==> config.mk <==
export PLATFORM = sky130hd
export DESIGN_NAME = adc_spi_responder_flat
export DESIGN_NICKNAME = d
export VERILOG_FILES = /design/src/rtl/adc_spi_responder_pkg.sv /design/src/rtl/adc_spi_responder_if.sv /design/src/rtl/adc_spi_responder_sync.sv /design/src/rtl/adc_spi_responder.sv /design/src/flat_wrapper.sv
export SDC_FILE = /design/constraint.sdc
export NUM_CORES = 1
export LEC_CHECK = 0
export CAP_MARGIN = 5
export CELL_PAD_IN_SITES_DETAIL_PLACEMENT = 1
export CELL_PAD_IN_SITES_GLOBAL_PLACEMENT = 1
export CORE_MARGIN = 1.5
export CORE_UTILIZATION = 40
export DETAILED_ROUTE_END_ITERATION = 7
export GPL_ROUTABILITY_DRIVEN = 0
export PLACE_DENSITY_LB_ADDON = 0.1
export SLEW_MARGIN = 10
export SYNTH_ARGS = -nofsm -noshare
export SYNTH_HDL_FRONTEND = slang
export SYNTH_SLANG_ARGS = --single-unit
==> constraint.sdc <==
create_clock -name clk -period 4.9 [get_ports clk]
set_clock_uncertainty 0.1 [all_clocks]
set_input_delay 0.49 -clock clk [delete_from_list [all_inputs] [get_ports clk]]
set_output_delay 0.49 -clock clk [all_outputs]
set_load 0.01 [all_outputs]
==> src/rtl/adc_spi_responder_pkg.sv <==
// Shared types and constants for the MCP3008-style ADC emulator.
// Holds the responder state encoding and the command frame geometry.
package adc_emu_pkg;

    localparam int CMD_BITS = 5;
    localparam int DEF_RES  = 10;

    typedef enum logic [3:0] {
        IDLE       = 4'd0,
        WAIT_START = 4'd1,
        GET_SGL    = 4'd2,
        GET_D2     = 4'd3,
        GET_D1     = 4'd4,
        GET_D0     = 4'd5,
        NULL_BIT   = 4'd6,
        DATA       = 4'd7,
        TAIL       = 4'd8
    } state_t;

endpackage

==> src/rtl/adc_spi_responder_if.sv <==
// Four-wire ADC serial bus plus the output enable used to tristate DOUT.
// The master drives clock, select and command; the slave drives data back.
interface adc_spi_if;
    logic ad_clk;
    logic cs;
    logic din;
    logic dout;
    logic dout_oe;

    modport master (output ad_clk, output cs, output din, input dout, input dout_oe);
    modport slave  (input ad_clk, input cs, input din, output dout, output dout_oe);
endinterface

==> src/rtl/adc_spi_responder_sync.sv <==
// Multi-stage synchronizer for one asynchronous bus pin.
// Also produces single-clk rise/fall pulses on the synchronized level.
module spi_in_sync #(
    parameter int   STAGES  = 2,
    parameter logic RST_VAL = 1'b0
) (
    input  logic clk,
    input  logic rst_n,
    input  logic pin,
    output logic level,
    output logic rise,
    output logic fall
);
    logic [STAGES-1:0] sync_r;
    logic              prev_r;

    // Shift the pin through the synchronizer chain and keep the last level for edge detection
    always_ff @(posedge clk) begin
        if (!rst_n) begin
            sync_r <= {STAGES{RST_VAL}};
            prev_r <= RST_VAL;
        end else begin
            sync_r[0] <= pin;
            for (int i = 1; i < STAGES; i++) begin
                sync_r[i] <= sync_r[i-1];
            end
            prev_r <= sync_r[STAGES-1];
        end
    end

    assign level = sync_r[STAGES-1];
    assign rise  = sync_r[STAGES-1] & ~prev_r;
    assign fall  = ~sync_r[STAGES-1] & prev_r;
endmodule

==> src/rtl/adc_spi_responder.sv <==
// SPI slave emulating a 10-bit MCP3008-class ADC, oversampling the bus with clk.
// Captures the start/SGL/D2..D0 command, then shifts a held sample MSB-first.
module adc_spi_responder
    import adc_emu_pkg::*;
#(
    parameter int RES         = DEF_RES,
    parameter int NCH         = 8,
    parameter int SYNC_STAGES = 2
) (
    input  logic               clk,
    input  logic               rst_n,
    adc_spi_if.slave           spi,
    input  logic [NCH*RES-1:0] ch_data,
    output logic               cmd_valid,
    output logic               cmd_sgl,
    output logic [2:0]         cmd_ch,
    output logic               frame_done,
    output logic               frame_abort
);
    localparam int IDX_W    = (RES > 1) ? $clog2(RES) : 1;
    localparam int SETTLE_W = $clog2(SYNC_STAGES + 2);

    logic sclk_rise_s, sclk_fall_s, sclk_lvl_s;
    logic cs_lvl_s, cs_rise_s, cs_fall_s;
    logic din_lvl_s, din_rise_s, din_fall_s;
    logic unused_s;

    spi_in_sync #(.STAGES(SYNC_STAGES), .RST_VAL(1'b0)) u_sync_sclk (
        .clk(clk), .rst_n(rst_n), .pin(spi.ad_clk),
        .level(sclk_lvl_s), .rise(sclk_rise_s), .fall(sclk_fall_s));
    spi_in_sync #(.STAGES(SYNC_STAGES), .RST_VAL(1'b1)) u_sync_cs (
        .clk(clk), .rst_n(rst_n), .pin(spi.cs),
        .level(cs_lvl_s), .rise(cs_rise_s), .fall(cs_fall_s));
    spi_in_sync #(.STAGES(SYNC_STAGES), .RST_VAL(1'b0)) u_sync_din (
        .clk(clk), .rst_n(rst_n), .pin(spi.din),
        .level(din_lvl_s), .rise(din_rise_s), .fall(din_fall_s));

    assign unused_s = ^{sclk_lvl_s, din_rise_s, din_fall_s};

    // Channel fetch; indexes beyond the emulated channel count read as zero
    function automatic logic [RES-1:0] chan_value(input logic [NCH*RES-1:0] data,
                                                  input logic [2:0] idx);
        if (int'(idx) < NCH) begin
            return data[int'(idx)*RES +: RES];
        end else begin
            return '0;
        end
    endfunction

    // Single-ended value, or IN+ minus IN- clamped at zero for pseudo-differential mode
    function automatic logic [RES-1:0] conv_value(input logic [NCH*RES-1:0] data,
                                                  input logic sgl, input logic [2:0] idx);
        logic [RES:0] diff;
        diff = {1'b0, chan_value(data, idx)} - {1'b0, chan_value(data, idx ^ 3'd1)};
        if (sgl) begin
            return chan_value(data, idx);
        end else if (diff[RES]) begin
            return '0;
        end else begin
            return diff[RES-1:0];
        end
    endfunction

    state_t             state_r;
    logic               armed_r;
    logic [SETTLE_W-1:0] settle_r;
    logic               settled_s;
    logic               sgl_r;
    logic [2:1]         d_r;
    logic [RES-1:0]     sample_r;
    logic [IDX_W-1:0]   idx_r;
    logic               last_r;
    logic               dout_r;
    logic               dout_oe_r;

    // armed_r blocks a frame until CS has been seen high after the synchronizers hold real samples
    assign settled_s = (settle_r == SETTLE_W'(SYNC_STAGES + 1));

    // Frame state machine with all bus and status outputs registered
    always_ff @(posedge clk) begin
        if (!rst_n) begin
            state_r       <= IDLE;
            armed_r       <= 1'b0;
            settle_r      <= '0;
            sgl_r         <= 1'b0;
            d_r           <= 2'b00;
            sample_r      <= '0;
            idx_r         <= '0;
            last_r        <= 1'b0;
            dout_r        <= 1'b0;
            dout_oe_r     <= 1'b0;
            cmd_valid     <= 1'b0;
            cmd_sgl       <= 1'b0;
            cmd_ch        <= 3'd0;
            frame_done    <= 1'b0;
            frame_abort   <= 1'b0;
        end else begin
            cmd_valid   <= 1'b0;
            frame_done  <= 1'b0;
            frame_abort <= 1'b0;
            if (!settled_s) begin
                settle_r <= settle_r + SETTLE_W'(1);
            end
            if (cs_rise_s) begin
                state_r   <= IDLE;
                armed_r   <= 1'b1;
                dout_r    <= 1'b0;
                dout_oe_r <= 1'b0;
                case (state_r)
                    TAIL: frame_done <= 1'b1;
                    GET_SGL, GET_D2, GET_D1, GET_D0, NULL_BIT, DATA: frame_abort <= 1'b1;
                    default: ;
                endcase
            end else if (cs_fall_s) begin
                if (state_r == IDLE && armed_r) begin
                    state_r <= WAIT_START;
                    armed_r <= 1'b0;
                end
            end else begin
                case (state_r)
                    IDLE: begin
                        if (settled_s && cs_lvl_s) armed_r <= 1'b1;
                    end
                    WAIT_START: begin
                        if (sclk_rise_s && din_lvl_s) state_r <= GET_SGL;
                    end
                    GET_SGL: begin
                        if (sclk_rise_s) begin
                            sgl_r   <= din_lvl_s;
                            state_r <= GET_D2;
                        end
                    end
                    GET_D2: begin
                        if (sclk_rise_s) begin
                            d_r[2]  <= din_lvl_s;
                            state_r <= GET_D1;
                        end
                    end
                    GET_D1: begin
                        if (sclk_rise_s) begin
                            d_r[1]  <= din_lvl_s;
                            state_r <= GET_D0;
                        end
                    end
                    GET_D0: begin
                        if (sclk_rise_s) begin
                            cmd_sgl   <= sgl_r;
                            cmd_ch    <= {d_r[2], d_r[1], din_lvl_s};
                            cmd_valid <= 1'b1;
                            sample_r  <= conv_value(ch_data, sgl_r, {d_r[2], d_r[1], din_lvl_s});
                            state_r   <= NULL_BIT;
                        end
                    end
                    NULL_BIT: begin
                        if (sclk_fall_s) begin
                            dout_oe_r <= 1'b1;
                            dout_r    <= 1'b0;
                            idx_r     <= IDX_W'(RES - 1);
                            last_r    <= 1'b0;
                            state_r   <= DATA;
                        end
                    end
                    DATA: begin
                        if (sclk_fall_s) begin
                            if (last_r) begin
                                dout_r  <= 1'b0;
                                state_r <= TAIL;
                            end else begin
                                dout_r <= sample_r[idx_r];
                                if (idx_r == '0) last_r <= 1'b1;
                                else             idx_r  <= idx_r - IDX_W'(1);
                            end
                        end
                    end
                    TAIL: begin
                        dout_r    <= 1'b0;
                        dout_oe_r <= 1'b1;
                    end
                    default: state_r <= IDLE;
                endcase
            end
        end
    end

    assign spi.dout    = dout_r;
    assign spi.dout_oe = dout_oe_r;
endmodule

==> src/flat_wrapper.sv <==
// flat-port wrapper written by rule: the top's interface ports become plain ports
module adc_spi_responder_flat import adc_emu_pkg::*;
#(
    parameter int RES         = DEF_RES,
    parameter int NCH         = 8,
    parameter int SYNC_STAGES = 2
)
  (clk, rst_n, ch_data, cmd_valid, cmd_sgl, cmd_ch, frame_done, frame_abort, spi_ad_clk, spi_cs, spi_din, spi_dout, spi_dout_oe);
  adc_spi_if spi_i ();
  input  logic clk;
  input  logic rst_n;
  input  logic [NCH*RES-1:0] ch_data;
  output logic cmd_valid;
  output logic cmd_sgl;
  output logic [2:0] cmd_ch;
  output logic frame_done;
  output logic frame_abort;
  input wire logic [$bits(spi_i.ad_clk)-1:0] spi_ad_clk;
  input wire logic [$bits(spi_i.cs)-1:0] spi_cs;
  input wire logic [$bits(spi_i.din)-1:0] spi_din;
  output wire logic [$bits(spi_i.dout)-1:0] spi_dout;
  output wire logic [$bits(spi_i.dout_oe)-1:0] spi_dout_oe;
  assign spi_i.ad_clk = spi_ad_clk;
  assign spi_i.cs = spi_cs;
  assign spi_i.din = spi_din;
  assign spi_dout = spi_i.dout;
  assign spi_dout_oe = spi_i.dout_oe;
  adc_spi_responder #(.RES(RES), .NCH(NCH), .SYNC_STAGES(SYNC_STAGES)) u_core (.clk(clk), .rst_n(rst_n), .spi(spi_i), .ch_data(ch_data), .cmd_valid(cmd_valid), .cmd_sgl(cmd_sgl), .cmd_ch(cmd_ch), .frame_done(frame_done), .frame_abort(frame_abort));
endmodule
# Word level (Yosys, flattened, before mapping)
# Index checks and enable logic that the tools add are counted.
# word_totals
register_bits	42
in_bits	85
output_inout_bits	9
word_cells	139
# op_classes
addsub	3
multipliers	2
magnitude_cmp	1
n_eq_ne	24
shift	2
n_mux	48
bitwise	13
reduce_logical	25
# op_table
op	n
80-bit by 32-bit indexed part select with 10-bit output	2
10-bit 2-to-1 mux	12
4-bit 2-to-1 mux	14
4-bit one-hot mux with 8 select lines	1
3-bit by 1-bit inequality test with 1-bit output (second input constant)	8
4-bit AND reduction	5
4-bit by 3-bit == test with 1-bit output (second input constant)	4
1-bit 2-to-1 mux	16
3-bit by 3-bit multiplier with 6-bit output (second input constant)	2
10-bit by 10-bit subtractor with 11-bit output	1
10-bit AND reduction	1
1-bit NOT	9
3-bit nonzero test	3
4-bit by 2-bit == test with 1-bit output (second input constant)	2
4-bit logical NOT	2
4-bit one-hot mux with 2 select lines	1
7-bit AND reduction	1
2-bit by 1-bit inequality test with 1-bit output (second input constant)	3
2-bit inequality test (second input constant)	3
3-bit AND reduction	2
6-bit OR reduction	1
4-bit by 5-bit less-than comparator with 1-bit output (second input constant)	1
5-bit AND reduction	1
1-bit bitwise AND	4
14 further kinds	19

# Logic depth before layout (Yosys ltp)
# Gate-level depths: netlist (run 1).
# depth
word_depth	11
mapped_depth	12
mapped_depth_nobuf	9

# Cells and area by module
# From an unflattened synthesis (run 1), not the netlist that was laid out.
# unflattened
cells_unflattened	339
area_unflattened_um2	3295.7
# by_module_without_submodules
module	instances	cells_per_inst	area_per_inst_um2	seq_area_each_um2
adc_spi_responder	1	315	3021.6	680.7
spi_in_sync	3	8	91.3	60.1

# Worst setup path before layout (run 1)
# No wires, ideal clock.
# synth_timing
path_kind	reg2reg
startpoint	register u_core.d_r[1] (netlist name)
endpoint	register u_core.sample_r[8]
setup_time_ps	87
arrival_time_ps	3121
required_time_ps	4713
setup_slack_ps	1592
path_stages_with_launch	13
path_buffers	3
synth_period_minus_slack_ps	3308
cell_sequence	dfxtp_1 > buf_6 > buf_12 > buf_6 > mux4_2 > mux2_2 > ha_1 > fa_1 > and2b_1 > o2111ai_1 > a31oi_1 > o211ai_4 > o31ai_1
# synth_via
elab_chain_cells	10
word_cells_on_any_way	17
classes_between	add/sub: 1; mul: 2; shift: 2; mux: 12
# synth_rtl
element	line	source
start, declared	adc_spi_responder.sv:69	logic [2:1] d_r;
3-bit by 3-bit multiplier with 6-bit output	adc_spi_responder.sv:44	return data[int'(idx)*RES +: RES];
80-bit by 32-bit indexed part select with 10-bit output	adc_spi_responder.sv:44	
10-bit 2-to-1 mux	adc_spi_responder.sv:146	if (sclk_rise_s) begin
10-bit 2-to-1 mux	adc_spi_responder.sv:120	case (state_r)
10-bit 2-to-1 mux	adc_spi_responder.sv:114	end else if (cs_fall_s) begin
10-bit 2-to-1 mux	adc_spi_responder.sv:104	if (cs_rise_s) begin
10-bit 2-to-1 mux	adc_spi_responder.sv:81	if (!rst_n) begin
10-bit by 10-bit subtractor with 11-bit output	adc_spi_responder.sv:54	diff = {1'b0, chan_value(data, idx)} - {1'b0, chan_value(data, idx ^ 3'd1)};
10-bit 2-to-1 mux	adc_spi_responder.sv:57	end else if (diff[RES]) begin
10-bit 2-to-1 mux *	adc_spi_responder.sv:55	if (sgl) begin
end signal, assigned	adc_spi_responder.sv:150	sample_r <= conv_value(ch_data, sgl_r, {d_r[2], d_r[1], din_lvl_s});
end, declared	adc_spi_responder.sv:70	logic [RES-1:0] sample_r;
# Every way passes the cells marked *; elsewhere a longest branch is shown, timed or not. The select of a mux whose other input is x is not followed.
# A chain may end at the register's enable or synchronous reset.

# Worst setup path in the final report (run 1)
# layout_timing
startpoint	register u_core.d_r[1] (netlist name)
endpoint	register u_core.sample_r[3]
# Same word-level chain as after synthesis.

==> flow_metrics.tcl, run 1 <==
set metrics [dict create \
    grt_max_degree 34 \
    slew_headroom 0.506 \
    via_per_inst 5.58 \
    routedWlPerCell_um 16.2 \
    route.vias.total 2992 \
    antenna_found_initial 0 \
    die_h_um 95.9 \
    finalCritPeriodShare 0.748 \
    worstHoldPathType "register to register" \
    netlist_instances 347 \
    grt_pass1_wl_um 14300 \
    comb_power_share 0.296 \
    final_hold_viol_count 0 \
    die-area_um2 9200 \
    synth_area_per_cell_um2 9.95 \
    tritoncts "done" \
    p_seq_frac 0.430 \
    yosys_warnings 0 \
    fin_crit_ps 3670 \
    htree_num_levels 2 \
    start_util 0.416 \
    final_util 0.540 \
    synth_edf_count 0 \
    ant_nets 0 \
    grt_util_all_layers 0.198 \
    drive_above_1_share 0.114 \
    boundaryPins 94 \
    hold_buffers 0 \
    critical_path.startpoint "u_core.d_r[1]$_SDFFE_PN0P_" \
    synth-main-ff-cell "dfxtp_1" \
    r2r_cells 9 \
    num-nets-final 531 \
    dr.pass1.iters 4 \
    peakVddDrop_uv 93.1 \
    rsz0062_at_grt "false" \
    setup_viol 0 \
    ys_seq_area_frac 0.244 \
    die_w_um 95.9 \
    area_delta_synth_final_pct 29.9 \
    clock_sinks 42 \
    drt_iter0_drc 72 \
    cp_data_required_time_ps 5000 \
    cts_setup_buffers 0 \
    hp-start "u_core.u_sync_cs.sync_r[0]$_SDFF_PN1_" \
    tns_ps 0 \
    hold_depth 1 \
    grt_overflow_total 0 \
    status "completed" \
    hold_ws_ps 328 \
    worstReg2RegStart "u_core.d_r[1]$_SDFFE_PN0P_" \
    synth_nets 448 \
    cts-root-buf "clkbuf_8" \
    clockPowerShare 0.274 \
    cts_resized 0 \
    cp-start-kind "register" \
    synth_seq_cells 42 \
    clock_latency_ps 300 \
    tightest_slew_ps 740 \
    cts_buffers 5 \
    drcViolationCount 0 \
    p_per_area_nw_per_um2 191 \
    io_buffers 93 \
    grt_pass1_vias 3046 \
    syn_area_um2 3450 \
    async_flop_share 0 \
    path_class "register to register" \
    p_leak_nw 1.60 \
    ys_types 62 \
    power.switching_uw 246 \
    switching_share 0.287 \
    end_kind "register" \
    critPathMaxFanout 33 \
    path_clk_slew_ps 80 \
    drt-total-wl_um 8700 \
    cap_violations 0 \
    slew_viol_final 0 \
    rr_endpoint "u_core.sample_r[3]$_SDFFE_PN0P_" \
    max_clock_freq_ghz 0.273 \
    num_antenna_cells 0 \
    cts_buffer_depth 2 \
    cp.arrival_ps 3770 \
    ff2ff_setup_slack_ps 1230 \
    core_um2 8300 \
    row_count 33 \
    place.detailed.hpwl_um 7000 \
    min_to "u_core.u_sync_cs.sync_r[1]$_SDFF_PN1_" \
    intPower_uw 611 \
]
[power groups by stage]
stage / Sequential [mW] / Clock, mW / Combinational, mW
final: 0.369 / 0.235 / 0.254
after global routing: 0.372 / 0.253 / 0.281
after CTS: 0.369 / 0.243 / 0.256
after global placement: 0.376 / 0 / 0.248
after floorplan: 0.366 / 0 / 0.160
after detailed placement: 0.377 / 0 / 0.255
[how the worst max path moves through the flow]
| stage | slack (ps) | end |
|---|---|---|
| 2_1_floorplan | 1590 | u_core.sample_r[8]$_SDFFE_PN0P_ |
| 3_3_place_gp | 1290 | u_core.sample_r[3]$_SDFFE_PN0P_ |
| 3_5_place_dp | 1160 | u_core.sample_r[3]$_SDFFE_PN0P_ |
| 4_1_cts | 1190 | u_core.sample_r[3]$_SDFFE_PN0P_ |
| 5_1_grt | 890 | u_core.sample_r[3]$_SDFFE_PN0P_ |
| 6_report | 1230 | u_core.sample_r[3]$_SDFFE_PN0P_ |
[cell usage in the layout, fill, tap and decap left out, types with 2 or more instances in the layout]
cell type / n
inv_1: 17
nor2b_1: 6
o21ai_0: 12
mux2_2: 3
clkbuf_8: 6
nand3b_1: 3
o31ai_1: 4
o2bb2ai_1: 3
o21a_1: 4
dfxtp_1: 41
nand4_1: 2
mux4_2: 24
and3b_1: 2
mux4_1: 2
clkdlybuf4s50_1: 93
mux2i_1: 43
buf_4: 3
o22ai_1: 4
xor2_1: 3
a21o_1: 2
nor3_1: 8
a21oi_1: 21
o211ai_1: 2
and4b_1: 2
ha_1: 15
a211oi_1: 3
xnor2_1: 3
nor2_1: 24
and3_1: 3
nand3_1: 5
nand2b_1: 6
nand4b_1: 4
and2_1: 5
nand2_1: 24
a31oi_1: 2
[layer usage]
metal  track usage  vias up  share of wire
li1              -     1476              -
met1         0.244     1429           0.44
met2         0.359       77           0.51
met3        0.0245       10          0.032
met4        0.0588        0          0.015
met5             0        -              0
[state kept, by name (all words and copies together) (netlist names)]
signal	flops
u_core.sgl_r	1
u_core.last_r	1
u_core.u_sync_cs.sync_r	2
u_core.u_sync_sclk.sync_r	2
u_core.spi.dout_oe	1
u_core.u_sync_din.sync_r	2
u_core.u_sync_sclk.prev_r	1
u_core.state_r	4
u_core.frame_abort	1
u_core.u_sync_cs.prev_r	1
u_core.spi.dout	1
u_core.frame_done	1
u_core.cmd_ch	3
u_core.sample_r	10
u_core.cmd_sgl	1
u_core.d_r	2
u_core.idx_r	4
u_core.cmd_valid	1
u_core.settle_r	2
u_core.armed_r	1
[layout make-up]
class / instances / area [um2]
fill: 931 / 3820
multi-input combinational: 267 / 2390
timing repair buffer: 96 / 953
sequential: 42 / 842
tap: 105 / 131
clock buffer: 6 / 82.6
inverter: 18 / 67.6
clock inverter: 2 / 12.5
[Yosys cell counts, types with 6 or more instances]
cell type  instances  area, um2
a21oi_1           21        105
o21ai_0           12       60.1
nand2_1           24       90.1
nor2_1            24       90.1
inv_1             17       63.8
nor2b_1            6       37.5
nand2b_1           6       37.5
buf_2              6       30.0
mux2i_1           43        430
clkbuf_1           6       22.5
mux4_2            24        541
nor3_1             8       40.0
ha_1              15        188
dfxtp_1           42        841
[worst max-delay path: stages, from the launching register on]
cell and delay, ps:
dfxtp_2 490, buf_4 500, mux2i_1 200, mux4_2 560
fa_1 470, and2b_1 240, o2111ai_1 160, a31oi_1 390
o211ai_4 170, o31ai_1 300
[cell families after synthesis]
group / after synthesis / synth area share
multiplexers: 72 / 0.306
flip-flops: 42 / 0.244
AO/OA/AOI/OAI: 69 / 0.138
buffers and inverters: 38 / 0.0631
adder cells (fa/ha/maj): 16 / 0.0602
AND/OR/NAND/NOR: 104 / 0.174
XOR/XNOR: 6 / 0.0152
[through the flow]
step           setup WS, ps  power, mW  std cells  instance area [um2]
3_3_place_gp           1290      0.624        528                 4390
2_1_floorplan          1590      0.527        347                 3450
5_1_grt                 887      0.906        536                 4480
3_5_place_dp           1160      0.632        528                 4390
4_1_cts                1190      0.868        536                 4480
6_report               1230      0.857        536                 4480
Power figures use the tool's default switching activity.
==> run 2: changes to the inputs <==
- CORE_UTILIZATION: 40 -> 37
- clock period: 4.9 -> 3.46 ns (I/O delays scaled with it)
==> run 2 against run 1 <==
  * First-iteration DRC count is 26% lower
  * Wire length grew 2.4%
  * Non-clock buffer count rose by 9
  * Via count rose by 1.6%
  * Largest cell class unchanged
  * Critical endpoint is now u_core.sample_r[8]$_SDFFE_PN0P_
  * Clock power is 41% higher
  * Worst setup slack got worse by 1000 ps
  * Sequential power rose by 41%
  * Die area rose by 7.8%
  * Sequential share of layout area decreased by 0.31 points
  * Flip-flop and latch count is the same
  * Power increased by 42%
==> flow_metrics.tcl, run 2 (synthesis gave the netlist of run 1 again) <==
set metrics [dict create \
    status "completed" \
    path_clk_slew_ps 80 \
    place.detailed.hpwl_um 7310 \
    regMostFlops "u_core.sample_r" \
    start_util 0.377 \
    tightest_slew_ps 553 \
    die_w_um 99.6 \
    highest_layer "met4" \
    power_mw 1.22 \
    p_leak_nw 1.64 \
    setup_viol 0 \
    cts_resized 0 \
    ant_nets 0 \
    die-area_um2 9920 \
    rsz0062_at_grt "false" \
    hold_depth 1 \
    layout_commonest_cell "clkdlybuf4s50_1" \
    r2r_cells 9 \
    grt_max_degree 24 \
    drcViolationCount 0 \
    row_count 35 \
    p_per_area_nw_per_um2 268 \
    htree_num_levels 2 \
    met1_length_um 3840 \
    largest_reg_flops 10 \
    cp-start-kind "register" \
    final_hold_viol_count 0 \
    clock_sinks 42 \
    max_clock_freq_ghz 0.310 \
    grt_overflow_total 0 \
    ff2ff_setup_slack_ps 240 \
    worstHoldPathType "register to register" \
    boundaryPins 94 \
    reg_top3 "u_core.sample_r: 10 flops, u_core.idx_r: 4 flops, u_core.state_r: 4 flops" \
    clock_latency_ps 300 \
    path_class "register to register" \
    tritoncts "done" \
    grt_pass1_vias 3225 \
    worstReg2RegStart "u_core.u_sync_din.sync_r[1]$_SDFF_PN0_" \
    hold_ws_ps 340 \
    slew_viol_final 0 \
    via_per_inst 5.52 \
    hp-start "u_core.u_sync_sclk.sync_r[0]$_SDFF_PN0_" \
    io_buffers 93 \
    antenna_found_initial 0 \
    dr.pass1.iters 4 \
    drt_iter0_drc 53 \
    peakVddDrop_uv 118 \
    hold_buffers 0 \
    end_kind "register" \
    fin_crit_ps 3220 \
    area_delta_synth_final_pct 32.0 \
    cp_data_required_time_ps 3580 \
    finalCritPeriodShare 0.931 \
    route.met2.wl_um 4590 \
    drive_above_1_share 0.130 \
    cts_buffers 5 \
    drt-total-wl_um 8910 \
    rr_endpoint "u_core.sample_r[8]$_SDFFE_PN0P_" \
    cp.arrival_ps 3340 \
    min_to "u_core.u_sync_sclk.sync_r[1]$_SDFF_PN0_" \
    routedWlPerCell_um 16.2 \
    cts_buffer_depth 2 \
    num_antenna_cells 0 \
    critPathMaxFanout 8 \
    num-nets-final 540 \
    die_h_um 99.6 \
    grt_pass1_wl_um 15400 \
    cap_violations 0 \
    route.vias.total 3039 \
    wl_met3_um 352 \
    cts_setup_buffers 0 \
    core_um2 9150 \
    grt_util_all_layers 0.192 \
    cts-root-buf "clkbuf_8" \
    final_cell_mix "clkdlybuf4s50_1, mux2i_1, dfxtp_1" \
    slew_headroom 0.631 \
]
==> run 2: cell count changes in the layout (fill, tap and decap cells not counted), sizes merged <==
cell	before	now
clkinvlp	1	0
clkbuf	6	7
buf	3	12
==> run 2: cell type report <==
type / count / area (um2)
inverter: 18 / 67.6
clock buffer: 7 / 86.3
sequential: 42 / 842
timing repair buffer: 105 / 1020
fill: 1076 / 4590
clock inverter: 1 / 5.00
tap: 111 / 139
multi-input combinational: 267 / 2390
==> run 2: metal layers <==
layer,vias up,global-route usage
met5,-,0
met4,0,0.0563
met3,10,0.0316
met2,73,0.350
met1,1465,0.232
li1,1491,-
==> run 2: power by group <==
group | internal (mW) | total, mW | leakage [nW] | switching, mW
Sequential | 0.498 | 0.521 | 0.341 | 0.0223
Combinational | 0.213 | 0.369 | 1.25 | 0.155
Clock | 0.161 | 0.331 | 0.0482 | 0.170
Total | 0.873 | 1.22 | 1.64 | 0.348
==> run 2: per-stage QoR <==
stage                     setup TNS, ps  std cells  worst slack [ps]  utilization  instance area (um2)
after global routing                  0        551              14.0        0.498                 4560
after floorplan                       0        347               152            -                 3450
after CTS                             0        551               199        0.498                 4550
after global placement                0        543              65.0        0.488                 4460
after detailed placement          -79.0        543             -25.7        0.488                 4460
final                                 0        551               238        0.498                 4560
==> run 2: worst max-delay path by stage <==
stage	startpoint	to	slack, ps	depth (start not counted)
floorplan	u_core.d_r[1]$_SDFFE_PN0P_	u_core.sample_r[8]$_SDFFE_PN0P_	150	12
global placement	ch_data[20]	u_core.sample_r[3]$_SDFFE_PN0P_	60	10
detailed placement	ch_data[0]	u_core.sample_r[8]$_SDFFE_PN0P_	-30	10
CTS	u_core.d_r[1]$_SDFFE_PN0P_	u_core.sample_r[8]$_SDFFE_PN0P_	200	11
global route	u_core.d_r[1]$_SDFFE_PN0P_	u_core.sample_r[3]$_SDFFE_PN0P_	10	11
finish	u_core.u_sync_din.sync_r[1]$_SDFF_PN0_	u_core.sample_r[8]$_SDFFE_PN0P_	240	9
==> run 2: critical path: stages (launching register included) <==
cell	delay, ps
dfxtp_1	590
buf_4	240
mux4_2	510
mux2_2	300
ha_1	400
a21o_1	140
nand2_1	80
a31oi_1	340
o211ai_4	180
o31ai_1	250
==> run 3: changes to the inputs <==
- REMOVE_ABC_BUFFERS: not set -> 1
==> run 3 against run 2 <==
  * Fmax up 0.20%
  * Core utilization about the same
  * Via count down 1.3%
  * Sequential power about the same
  * Combinational power down 1%
  * Non-clock buffer count down 1
  * Die area unchanged
  * Register-to-register slack about the same
==> flow_metrics.tcl, run 3 (synthesis gave the netlist of run 1 again) <==
set metrics [dict create \
    cts-root-buf "clkbuf_8" \
    finalCritPeriodShare 0.929 \
    drt_iter0_drc 109 \
    tritoncts "done" \
    route.vias.total 3000 \
    drive_above_1_share 0.132 \
    met1_length_um 3690 \
    die_h_um 99.6 \
    cts_setup_buffers 0 \
    switching_share 0.286 \
    cts_resized 0 \
    cp-start-kind "register" \
    num_antenna_cells 0 \
    path_class "register to register" \
    htree_num_levels 2 \
    power_mw 1.22 \
    core_um2 9150 \
    layout_commonest_cell "clkdlybuf4s50_1" \
    max_clock_freq_ghz 0.311 \
    drcViolationCount 0 \
    worstReg2RegStart "u_core.u_sync_din.sync_r[1]$_SDFF_PN0_" \
    tightest_slew_ps 584 \
    drt-total-wl_um 8540 \
    wl_met3_um 218 \
    io_buffers 93 \
    place.detailed.hpwl_um 6960 \
    status "completed" \
    critical_path.startpoint "u_core.u_sync_din.sync_r[1]$_SDFF_PN0_" \
    peakVddDrop_uv 169 \
    reg_top3 "u_core.sample_r: 10 flops, u_core.idx_r: 4 flops, u_core.state_r: 4 flops" \
    grt_overflow_total 0 \
    grt_max_degree 23 \
    final_hold_viol_count 0 \
    worstHoldPathType "register to register" \
    final_cell_mix "clkdlybuf4s50_1, mux2i_1, dfxtp_1" \
    grt_pass1_vias 3094 \
    hold_buffers 0 \
    fillers 1058 \
    clock_latency_ps 300 \
    clock_sinks 42 \
    row_count 35 \
    hp-start "u_core.u_sync_cs.sync_r[0]$_SDFF_PN1_" \
    fin_crit_ps 3220 \
    grt_util_all_layers 0.179 \
    start_util 0.377 \
    power.switching_uw 349 \
    ff2ff_setup_slack_ps 240 \
    largest_reg_flops 10 \
    antenna_found_initial 0 \
    rr_endpoint "u_core.sample_r[9]$_SDFFE_PN0P_" \
    cts_buffers 5 \
    end_kind "register" \
    clockPowerShare 0.275 \
    p_per_area_nw_per_um2 268 \
    cp_data_required_time_ps 3560 \
    num-nets-final 539 \
    p_seq_frac 0.427 \
    die-area_um2 9920 \
    via_per_inst 5.45 \
    comb_power_share 0.298 \
    r2r_cells 9 \
    critPathMaxFanout 16 \
    slew_headroom 0.610 \
    cp.arrival_ps 3320 \
    intPower_uw 871 \
    cap_violations 0 \
    setup_viol 0 \
    slew_viol_final 0 \
    path_clk_slew_ps 90 \
    die_w_um 99.6 \
    final_util 0.498 \
    grt_pass1_wl_um 14600 \
    route.met2.wl_um 4500 \
    dr.pass1.iters 4 \
    regMostFlops "u_core.sample_r" \
    cts_buffer_depth 2 \
    rsz0062_at_grt "false" \
    routedWlPerCell_um 15.5 \
    boundaryPins 94 \
    area_delta_synth_final_pct 32.1 \
    ant_nets 0 \
    p_leak_nw 1.64 \
    highest_layer "met4" \
    endpoint "u_core.sample_r[9]$_SDFFE_PN0P_" \
]
## run 3: metal layers
layer  GRT usage  vias up
li1            -     1491
met1       0.217     1443
met2       0.335       56
met3      0.0232       10
met4      0.0466        0
met5           0        -
## run 3: area by class of cell
cell class,instances,area (um2),share of cell area
Tap cell,111,139,0.0305
Timing Repair Buffer,104,1020,0.223
Sequential cell,42,842,0.185
Clock inverter,2,12.5,0.00274
Inverter,18,67.6,0.0148
Multi-Input combinational cell,267,2400,0.526
Clock buffer,6,82.6,0.0181
## run 3: critical path, stage by stage (launching register included)
cell and delay, ps:
dfxtp_1 500, buf_4 330, mux4_2 530, mux2_2 300
ha_1 390, a21o_1 150, nand2_1 100, a31oi_2 290
o211ai_4 160, o31ai_1 270
## run 3: worst min path at each step
| stage | end | slack [ps] | depth (start not counted) |
|---|---|---|---|
| finish | u_core.u_sync_cs.sync_r[1]$_SDFF_PN1_ | 320 | 1 |
| global route | u_core.u_sync_cs.sync_r[1]$_SDFF_PN1_ | 350 | 1 |
| CTS | u_core.u_sync_cs.sync_r[1]$_SDFF_PN1_ | 320 | 1 |
| floorplan | u_core.u_sync_cs.sync_r[1]$_SDFF_PN1_ | 290 | 1 |
| global placement | u_core.u_sync_cs.sync_r[1]$_SDFF_PN1_ | 300 | 1 |
| detailed placement | u_core.u_sync_cs.sync_r[1]$_SDFF_PN1_ | 310 | 1 |
## run 3: stage by stage
step           cells  worst slack, ps  setup TNS, ps  hold WS, ps  cell area [um2]
2_1_floorplan    327             -808          -7280          286             3300
3_3_place_gp     542             27.7              0          300             4460
3_5_place_dp     542            -75.2           -148          306             4460
4_1_cts          550             68.7              0          324             4550
5_1_grt          550            0.568              0          354             4560
6_report         550              244              0          321             4560
## run 3: power by group through the flow
stage | sequential, mW | combinational, mW | clock [mW]
detailed placement | 0.533 | 0.367 | 0
floorplan | 0.529 | 0.209 | 0
global route | 0.525 | 0.404 | 0.366
finish | 0.521 | 0.364 | 0.335
global placement | 0.532 | 0.358 | 0
CTS | 0.521 | 0.368 | 0.346
